**config.mk**
```make
export PLATFORM = sky130hd
export DESIGN_NAME = sync_read_2_write_gray
export DESIGN_NICKNAME = d
export VERILOG_FILES = /design/src/rtl/sync_read_2_write_gray.sv
export SDC_FILE = /design/constraint.sdc
export NUM_CORES = 1
export LEC_CHECK = 0
export ABC_CLOCK_PERIOD_IN_PS = 3100
export BUFFER_PORTS_ARGS = -buffer_cell sky130_fd_sc_hd__buf_4
export CAP_MARGIN = 0
export CORE_MARGIN = 8
export CORE_UTILIZATION = 35
export CTS_CLUSTER_DIAMETER = 80
export CTS_CLUSTER_SIZE = 24
export DETAILED_ROUTE_END_ITERATION = 16
export PLACE_DENSITY = 0.66
export SETUP_SLACK_MARGIN = 0.05
export SLEW_MARGIN = 25
export SYNTH_ARGS = -nofsm -noshare
export SYNTH_HDL_FRONTEND = slang
export SYNTH_SLANG_ARGS = --single-unit
```
**constraint.sdc**
```tcl
create_clock -name clock_write -period 3.1 [get_ports clock_write]
set_input_delay 0.62 -clock clock_write [delete_from_list [all_inputs] [get_ports clock_write]]
set_output_delay 0.62 -clock clock_write [all_outputs]
set_load 0.1 [all_outputs]
```
**src/rtl/sync_read_2_write_gray.sv**
```systemverilog
// Read-pointer synchronizer for the write side of an async FIFO.
// Brings the Gray read pointer into clock_write through SYNC_STAGES flops,
// converts it to binary, and derives full / free-slot count and read progress.
// Optional Gray-violation checker: define SYNC_GRAY_CHECK_EN.
module sync_read_2_write_gray #(
  parameter int unsigned ADDR_WIDTH  = 6,
  parameter int unsigned SYNC_STAGES = 2
) (
  input  logic                  clock_write,
  input  logic                  write_reset_n,
  input  logic [ADDR_WIDTH:0]   read_pointer_gray,
  input  logic [ADDR_WIDTH:0]   write_pointer_bin,
  output logic [ADDR_WIDTH:0]   sync_read_pointer,
  output logic [ADDR_WIDTH:0]   sync_read_pointer_bin,
  output logic                  read_advance,
  output logic [ADDR_WIDTH:0]   advance_delta,
  output logic [ADDR_WIDTH:0]   free_slots,
  output logic                  full,
  output logic                  gray_error
);

  localparam int unsigned PTR_W = ADDR_WIDTH + 1;
  localparam int unsigned DEPTH = 2 ** ADDR_WIDTH;
  localparam int unsigned LAST  = SYNC_STAGES - 1;
  localparam logic [PTR_W-1:0] DEPTH_P = PTR_W'(DEPTH);

  // Reject synchronizer depths outside the supported range at elaboration.
  if (SYNC_STAGES < 2 || SYNC_STAGES > 4) begin : g_bad_stages
    $error("sync_read_2_write_gray: SYNC_STAGES must be in 2..4");
  end

  logic [PTR_W-1:0] stage_q [SYNC_STAGES];
  logic [PTR_W-1:0] stage_d [SYNC_STAGES];
  logic [PTR_W-1:0] bin_q, bin_d;
  logic [PTR_W-1:0] delta_q, delta_d;
  logic             adv_q, adv_d;
  logic [PTR_W-1:0] gray_bin_c;
  logic [PTR_W-1:0] occ_c;

  // Synchronizer shift chain.
  always_comb begin
    for (int i = 0; i < int'(SYNC_STAGES); i++) stage_d[i] = '0;
    stage_d[0] = read_pointer_gray;
    for (int i = 1; i < int'(SYNC_STAGES); i++) stage_d[i] = stage_q[i-1];
  end

  // Gray to binary: each binary bit is the XOR of all Gray bits at or above it.
  always_comb begin
    gray_bin_c = '0;
    for (int i = 0; i < int'(PTR_W); i++) gray_bin_c[i] = ^(stage_q[LAST] >> i);
  end

  // Next binary pointer and the progress it represents.
  always_comb begin
    bin_d   = gray_bin_c;
    delta_d = gray_bin_c - bin_q;
    adv_d   = (delta_d != '0);
  end

  // Pipeline registers.
  always_ff @(posedge clock_write or negedge write_reset_n) begin
    if (!write_reset_n) begin
      for (int i = 0; i < int'(SYNC_STAGES); i++) stage_q[i] <= '0;
      bin_q   <= '0;
      delta_q <= '0;
      adv_q   <= 1'b0;
    end else begin
      for (int i = 0; i < int'(SYNC_STAGES); i++) stage_q[i] <= stage_d[i];
      bin_q   <= bin_d;
      delta_q <= delta_d;
      adv_q   <= adv_d;
    end
  end

  // Occupancy against the local write pointer; combinational so full tracks writes immediately.
  always_comb begin
    occ_c      = write_pointer_bin - bin_q;
    free_slots = DEPTH_P - occ_c;
    full       = (occ_c == DEPTH_P);
  end

  assign sync_read_pointer     = stage_q[LAST];
  assign sync_read_pointer_bin = bin_q;
  assign read_advance          = adv_q;
  assign advance_delta         = delta_q;

`ifdef SYNC_GRAY_CHECK_EN
  logic gray_err_q, gray_err_d;

  // Sticky flag: the last two stages may differ in at most one bit.
  always_comb begin
    gray_err_d = gray_err_q;
    if ($countones(stage_q[LAST] ^ stage_q[LAST-1]) > 1) gray_err_d = 1'b1;
  end

  // Gray-error register.
  always_ff @(posedge clock_write or negedge write_reset_n) begin
    if (!write_reset_n) gray_err_q <= 1'b0;
    else                gray_err_q <= gray_err_d;
  end

  assign gray_error = gray_err_q;
`else
  assign gray_error = 1'b0;
`endif

endmodule

```
==> results of run 1 <==
-- worst paths after layout --
kind                       cells past startpoint  slack (ns)                           start                                 end
max reg2reg                                   14       -0.04  sync_read_pointer[5]$_DFF_PN0_              read_advance$_DFF_PN0_
min                                            1        0.25                   write_reset_n  sync_read_pointer_bin[0]$_DFF_PN0_
min reg2reg                                    0        0.35            stage_d[2]$_DFF_PN0_      sync_read_pointer[2]$_DFF_PN0_
max                                           12       -0.12            write_pointer_bin[0]                       free_slots[6]
min in group clock_write                       0        0.35            stage_d[2]$_DFF_PN0_      sync_read_pointer[2]$_DFF_PN0_
max in group asynchronous                      1        2.55                   write_reset_n      sync_read_pointer[5]$_DFF_PN0_
-- kinds of logic (layout without fill, tap and decap cells) --
| family | after synthesis | after routing |
|---|---|---|
| buffers and inverters | 23 | 93 |
| adder cells (fa/ha/maj) | 15 | 15 |
| other | 1 | 1 |
| AO/OA/AOI/OAI | 17 | 17 |
| AND/OR/NAND/NOR | 29 | 29 |
| multiplexers | 1 | 1 |
| flip-flops | 29 | 29 |
| XOR/XNOR | 19 | 19 |
-- cell type report --
type                    instances  area share, %
inverters                      21           3.41
repair buffers                 64           22.4
well taps                      52           2.73
flip-flops and latches         29           31.2
clock buffers                   8           3.77
multi-input cells              82           36.5
-- worst register-to-register path: stages (launching register included) --
cell	delay [ns]
dfrtp_4	0.50
xor2_4	0.17
xor2_2	0.17
xnor2_2	0.22
xor2_2	0.24
xor2_2	0.18
xor2_1	0.08
ha_1	0.21
fa_2	0.35
nor2b_1	0.13
o21ai_1	0.08
a21boi_1	0.21
or4_1	0.14
nand3_1	0.12
nand4bb_1	0.20
-- metal layers --
layer | vias to the layer above | share of wire, % | track usage (%)
met5 | - | 0 | 0
met4 | 0 | 1.3 | 4.21
met3 | 6 | 6.6 | 3.72
met2 | 33 | 54 | 21.4
met1 | 563 | 38 | 11.3
li1 | 568 | - | -
-- cell usage in the layout (no fill, tap or decap), types with 2 or more instances in the layout --
master and instances:
buf_12 4, a21oi_2 2, buf_4 59, xnor2_4 4
ha_1 11, xor2_2 3, dfrtp_2 4, o21ai_0 4
a21oi_1 4, nand3_1 2, nor2_1 5, nor2b_1 6
ha_4 2, clkbuf_1 2, nor3b_1 3, fa_2 2
xnor2_1 3, dfrtp_4 4, clkbuf_8 6, xor2_4 2
xor2_1 4, dfrtp_1 21, xnor2_2 3, inv_1 19
nor3_1 3
-- sequential cells by signal, indices dropped and copies added, names as in the netlist --
signal and count:
read_advance 1, sync_read_pointer 7, advance_delta 7, stage_d 7, sync_read_pointer_bin 7
-- repair_timing --
item	CTS	global route
setup buffers	2	1
setup endpoints to repair	6	8
pin swaps	7	6
gates resized for setup	20	5
-- per-stage QoR --
step	setup slack, ns	area [um2]	hold slack [ns]	cells
after global routing	-0.315	2390	0.265	256
after floorplan	-0.256	1670	0.324	134
after global placement	-0.221	2190	0.332	246
after detailed placement	-0.253	2190	0.340	246
final	-0.119	2390	0.247	256
after CTS	-0.0746	2360	0.250	256
==> flow_metrics.py, run 1 <==
metrics = {
    "status": {
        "outcome": "finished, violations left",
        "failed_checks": "negative setup slack",
    },
    "worst_hold_path": {
        "hp-class": "input port to async pin",
    },
    "setup_path": {
        "timing.critical_path.slowest_stage_cell": "fa_2",
        "crit_fanout": 2,
        "cp-end-kind": "output port",
        "max_stage_delay_ns": 0.33,
        "crit_type": "input port to output port",
        "critical_path_arrival_ns": 2.60,
        "timing.critical_path.from_type": "input port",
        "cp_data_required_time_ns": 2.48,
        "critical_path_buf_inv_count": 4,
        "cp_top_family": "simple AND/OR/NAND/NOR gates",
        "critical_path.cell_chain": "buf_6 -> inv_4 -> ha_4 -> inv_2 -> fa_2 -> a21o_1 -> a21oi_2 -> xnor2_2 -> or2_4 -> nor3_4 -> xor2_4 -> buf_12",
    },
    "cells_and_area": {
        "total_area_of_multi_input_combinational_cells_um2": 871,
        "nFillCells": 378,
        "num_antenna_cells": 0,
        "seqCellArea_um2": 746,
        "fraction_of_layout_instances_using_a_drive_strength_above_1_pct": 50.5,
        "nets": 234,
        "synthToLayoutAreaGrowth_pct": 58.5,
        "fin_util_pct": 56.0,
    },
    "global_routing": {
        "grt_max_degree": 30,
        "groute.usage.overall_pct": 11.4,
        "grt_pass1_vias": 1339,
        "grt_remaining_overflow": 0,
        "antenna_found_initial": 0,
        "grt_first_pass_wirelength_um": 5850,
    },
    "timing": {
        "count_of_endpoints_failing_setup_in_the_final_report": 4,
        "setup_ws_ns": -0.119,
        "fin_setup_tns_ns": -0.291,
        "final_critical_path_share_of_the_clock_period_pct": 104,
        "min_period_ns": 3.22,
        "drv_slew": 0,
        "timing_hold_violations_final": 0,
        "max_freq_mhz": 311,
        "rsz0062_at_grt": "true",
        "fin_worst_skew_ns": 0.0107,
    },
    "die": {
        "dieArea_mm2": 0.00666,
        "initial_cell_density_of_the_core_pct": 35.3,
        "die_height_um": 81.6,
        "coreArea_mm2": 0.00426,
        "floorplan.die.width_um": 81.6,
        "rows": 24,
        "io-pin-count": 47,
    },
    "yosys": {
        "synth-main-ff-cell": "dfrtp_1",
        "synthesis.nets": 165,
        "ys_seq_elements": 29,
        "post_synthesis_sequential_area_ratio_pct": 48.2,
        "synth_mux_area_share_pct": 0.664,
        "synthMostInstantiatedCell": "dfrtp_1",
        "syn-cell-area_mm2": 0.00151,
        "dominant_cell_type_by_area_after_synthesis": "dfrtp_1",
        "syn-instance-count": 134,
        "dominant_combinational_cell_family_by_area_after_synthesis": "XOR/XNOR gates",
        "parity_gate_share_of_the_synthesized_area_counting_xor_and_xnor_cells_pct": 13.5,
        "synth_adder_area_share_pct": 13.5,
        "yosysTopAreaCellShare_pct": 48.2,
        "synth_cell_types": 31,
        "yosys-top-cells-area": "dfrtp_1 (48%), ha_1 (11%), inv_1 (5.2%)",
        "share_of_async_settable_or_async_resettable_flops_after_synthesis_pct": 100,
        "synth-compound-area-share_pct": 6.81,
        "yosysWarnings": 0,
        "synth_commonest_cells": "dfrtp_1 (29), inv_1 (21), ha_1 (13), xnor2_1 (9)",
        "synth-simple-area-share_pct": 10.9,
        "synth-edff-count": 0,
        "avgSynthCellArea_um2": 11.2,
    },
    "routing": {
        "drt_first_iter_violations": 28,
        "vias_per_cell": 4.57,
        "drc": 0,
        "post_detailed_routing_wire_length_um": 3570,
        "dr.pass1.iters": 4,
        "avgRoutedWirePerCell_um": 14.0,
        "num_vias": 1170,
        "post_detailed_route_count_of_antenna_violating_nets": 0,
    },
    "clock_tree": {
        "cts_num_sinks": 29,
        "cts_max_level": 2,
        "clockBufferDepth": 2,
        "tritoncts": "done",
        "cts_hold_buffers": 0,
        "insertion_delay_to_the_later_sink_of_the_worst_skew_pair_ns": 0.28,
        "clkSlewWorstSetupHoldPaths_ns": 0.07,
        "tritoncts.num_buffers": 5,
        "cts_root_buffer": "clkbuf_8",
    },
    "placement": {
        "place_congestion": 0.718,
        "buffers_on_ports": 45,
        "detailed_place_hpwl_um": 2850,
    },
    "run": {
        "drv_cap": 0,
    },
}
Power of run 1 is not shown: default switching activity piles up to over one toggle a cycle in this logic, so the estimate is an artifact.
==> inputs of run 2 (changes only) <==
--- a/config.mk
+++ b/config.mk
@@ -5,7 +5,7 @@
 export SDC_FILE = /design/constraint.sdc
 export NUM_CORES = 1
 export LEC_CHECK = 0
-export ABC_CLOCK_PERIOD_IN_PS = 3100
+export ABC_CLOCK_PERIOD_IN_PS = 4000
 export BUFFER_PORTS_ARGS = -buffer_cell sky130_fd_sc_hd__buf_4
 export CAP_MARGIN = 0
 export CORE_MARGIN = 8
@@ -13,9 +13,9 @@
 export CTS_CLUSTER_DIAMETER = 80
 export CTS_CLUSTER_SIZE = 24
 export DETAILED_ROUTE_END_ITERATION = 16
-export PLACE_DENSITY = 0.66
+export PLACE_DENSITY = 0.64
 export SETUP_SLACK_MARGIN = 0.05
-export SLEW_MARGIN = 25
+export SLEW_MARGIN = 20
 export SYNTH_ARGS = -nofsm -noshare
 export SYNTH_HDL_FRONTEND = slang
 export SYNTH_SLANG_ARGS = --single-unit
==> constraint.sdc (replaced) <==
create_clock -name clock_write -period 4 [get_ports clock_write]
set_input_delay 0.8 -clock clock_write [delete_from_list [all_inputs] [get_ports clock_write]]
set_output_delay 0.8 -clock clock_write [all_outputs]
set_load 0.1 [all_outputs]
==> run 2 against run 1 <==
  * The run now ends clean
  * Hold slack gained 0.093 ns
  * Flip-flop and latch count stayed put
  * Non-clock buffer count down 16
  * Register-to-register slack improved by 0.42 ns
  * Critical path type unchanged
==> flow_metrics.py, run 2 (synthesis results as in run 1) <==
metrics = {
    "setup_path": {
        "max_stage_delay_ns": 0.40,
        "cp-end-kind": "output port",
        "crit_type": "input port to output port",
        "cp-startpoint": "write_pointer_bin[0]",
        "rrSetupSlack_ns": 0.38,
        "critical_path.cell_chain": "buf_4 -> inv_1 -> ha_1 -> inv_1 -> fa_1 -> a21o_1 -> a21oi_2 -> xnor2_1 -> or2_2 -> nor3_1 -> buf_4 -> and2_2 -> buf_4",
        "timing.critical_path.from_type": "input port",
        "worst-r2r-cell-count": 14,
        "cp_data_required_time_ns": 3.20,
        "crit_path_frequent_cell": "buf_4",
        "timing.critical_path.slowest_stage_cell": "fa_1",
        "critical_path_arrival_ns": 3.02,
        "crit_fanout": 2,
        "worstReg2RegStart": "sync_read_pointer[6]$_DFF_PN0_",
        "r2r_end": "read_advance$_DFF_PN0_",
        "timing.critical_path.to": "full",
    },
    "clock_tree": {
        "setup_repair_bufs_after_cts": 0,
        "insertion_delay_to_the_later_sink_of_the_worst_skew_pair_ns": 0.28,
        "cts_max_level": 2,
        "cts_num_sinks": 29,
        "clkSlewWorstSetupHoldPaths_ns": 0.06,
        "cts_hold_buffers": 0,
        "tritoncts": "done",
        "cts_root_buffer": "clkbuf_8",
        "clockBufferDepth": 2,
        "tritoncts.num_buffers": 5,
    },
    "cells_and_area": {
        "final_common_cell": "buf_4",
        "layout.cells.most_common_list": "buf_4 (47), dfrtp_1 (27), inv_1 (21), ha_1 (13)",
        "fin_util_pct": 48.6,
        "num_antenna_cells": 0,
        "fraction_of_layout_instances_using_a_drive_strength_above_1_pct": 36.7,
        "nets": 218,
        "synthToLayoutAreaGrowth_pct": 37.5,
    },
    "global_routing": {
        "groute.usage.overall_pct": 9.46,
        "grt_remaining_overflow": 0,
        "antenna_found_initial": 0,
        "grt_max_degree": 30,
        "grt_pass1_vias": 1104,
        "grt_first_pass_wirelength_um": 4800,
    },
    "timing": {
        "drv_slew": 0,
        "rsz0062_at_grt": "false",
        "final_critical_path_share_of_the_clock_period_pct": 95.6,
        "fin_worst_skew_ns": 0.0101,
        "max_freq_mhz": 262,
        "timing_hold_violations_final": 0,
        "min_period_ns": 3.82,
        "count_of_endpoints_failing_setup_in_the_final_report": 0,
    },
    "die": {
        "io-pin-count": 47,
        "dieArea_mm2": 0.00666,
        "rows": 24,
        "die_height_um": 81.6,
        "floorplan.die.width_um": 81.6,
        "coreArea_mm2": 0.00426,
        "initial_cell_density_of_the_core_pct": 35.3,
    },
    "placement": {
        "place_congestion": 0.721,
        "buffers_on_ports": 45,
        "detailed_place_hpwl_um": 2500,
    },
    "routing": {
        "vias_per_cell": 4.43,
        "drc": 0,
        "avgRoutedWirePerCell_um": 12.7,
        "post_detailed_routing_wire_length_um": 3040,
        "post_detailed_route_count_of_antenna_violating_nets": 0,
        "num_vias": 1063,
        "dr.pass1.iters": 4,
        "drt_first_iter_violations": 10,
    },
    "run": {
        "drv_cap": 0,
    },
    "worst_hold_path": {
        "hold_path.startpoint": "stage_d[4]$_DFF_PN0_",
        "hp-class": "flip-flop to flip-flop",
    },
    "status": {
        "outcome": "complete, no violations",
    },
}
## run 2: timing repair
item                                    in CTS  in global routing
hold endpoints to repair                     0                  0
endpoints found under the setup margin       0                  3
gates resized for setup                      0                  5
## run 2: worst max-delay path: cells and delay by family
kind / cells / cell delay [ns]
XOR/XNOR: 1 / 0.09
buffers and inverters: 5 / 0.64
AO/OA/AOI/OAI: 2 / 0.37
adder cells (fa/ha/maj): 2 / 0.55
AND/OR/NAND/NOR: 3 / 0.59
## run 2: how the worst min path moves through the flow
stage | to | slack, ns | cells after the start
6_report | sync_read_pointer[4]$_DFF_PN0_ | 0.34 | 0
5_1_grt | sync_read_pointer[1]$_DFF_PN0_ | 0.35 | 0
4_1_cts | sync_read_pointer[4]$_DFF_PN0_ | 0.34 | 0
3_5_place_dp | sync_read_pointer[4]$_DFF_PN0_ | 0.33 | 0
3_3_place_gp | sync_read_pointer[5]$_DFF_PN0_ | 0.33 | 0
2_1_floorplan | sync_read_pointer[0]$_DFF_PN0_ | 0.33 | 0
## run 2: layout make-up
cell class / count / area, um2
Clock buffer: 8 / 90.1
Inverter: 21 / 78.8
Multi-Input combinational cell: 82 / 736
Timing Repair Buffer: 48 / 373
Tap cell: 52 / 65.1
Fill cell: 420 / 2190
Sequential cell: 29 / 728
## run 2: through the flow
step	setup WS [ns]	instances	hold slack (ns)	area [um2]	TNS, ns
4_1_cts	0.0738	240	0.341	2050	0
3_3_place_gp	0.153	232	0.331	1960	0
3_5_place_dp	0.0779	232	0.335	1960	0
5_1_grt	0.0330	240	0.353	2070	0
2_1_floorplan	-0.203	134	0.331	1550	-0.329
6_report	0.177	240	0.340	2070	0
## run 2: routing by layer
layer  track usage [%]  vias up  routed length (um)
li1                  -      536                   -
met1              9.04      492                1150
met2              16.8       28                1600
met3              4.38        7                 238
met4              4.74        0                  61
met5                 0        -                   0
Power of run 2 is left out for the same reason.
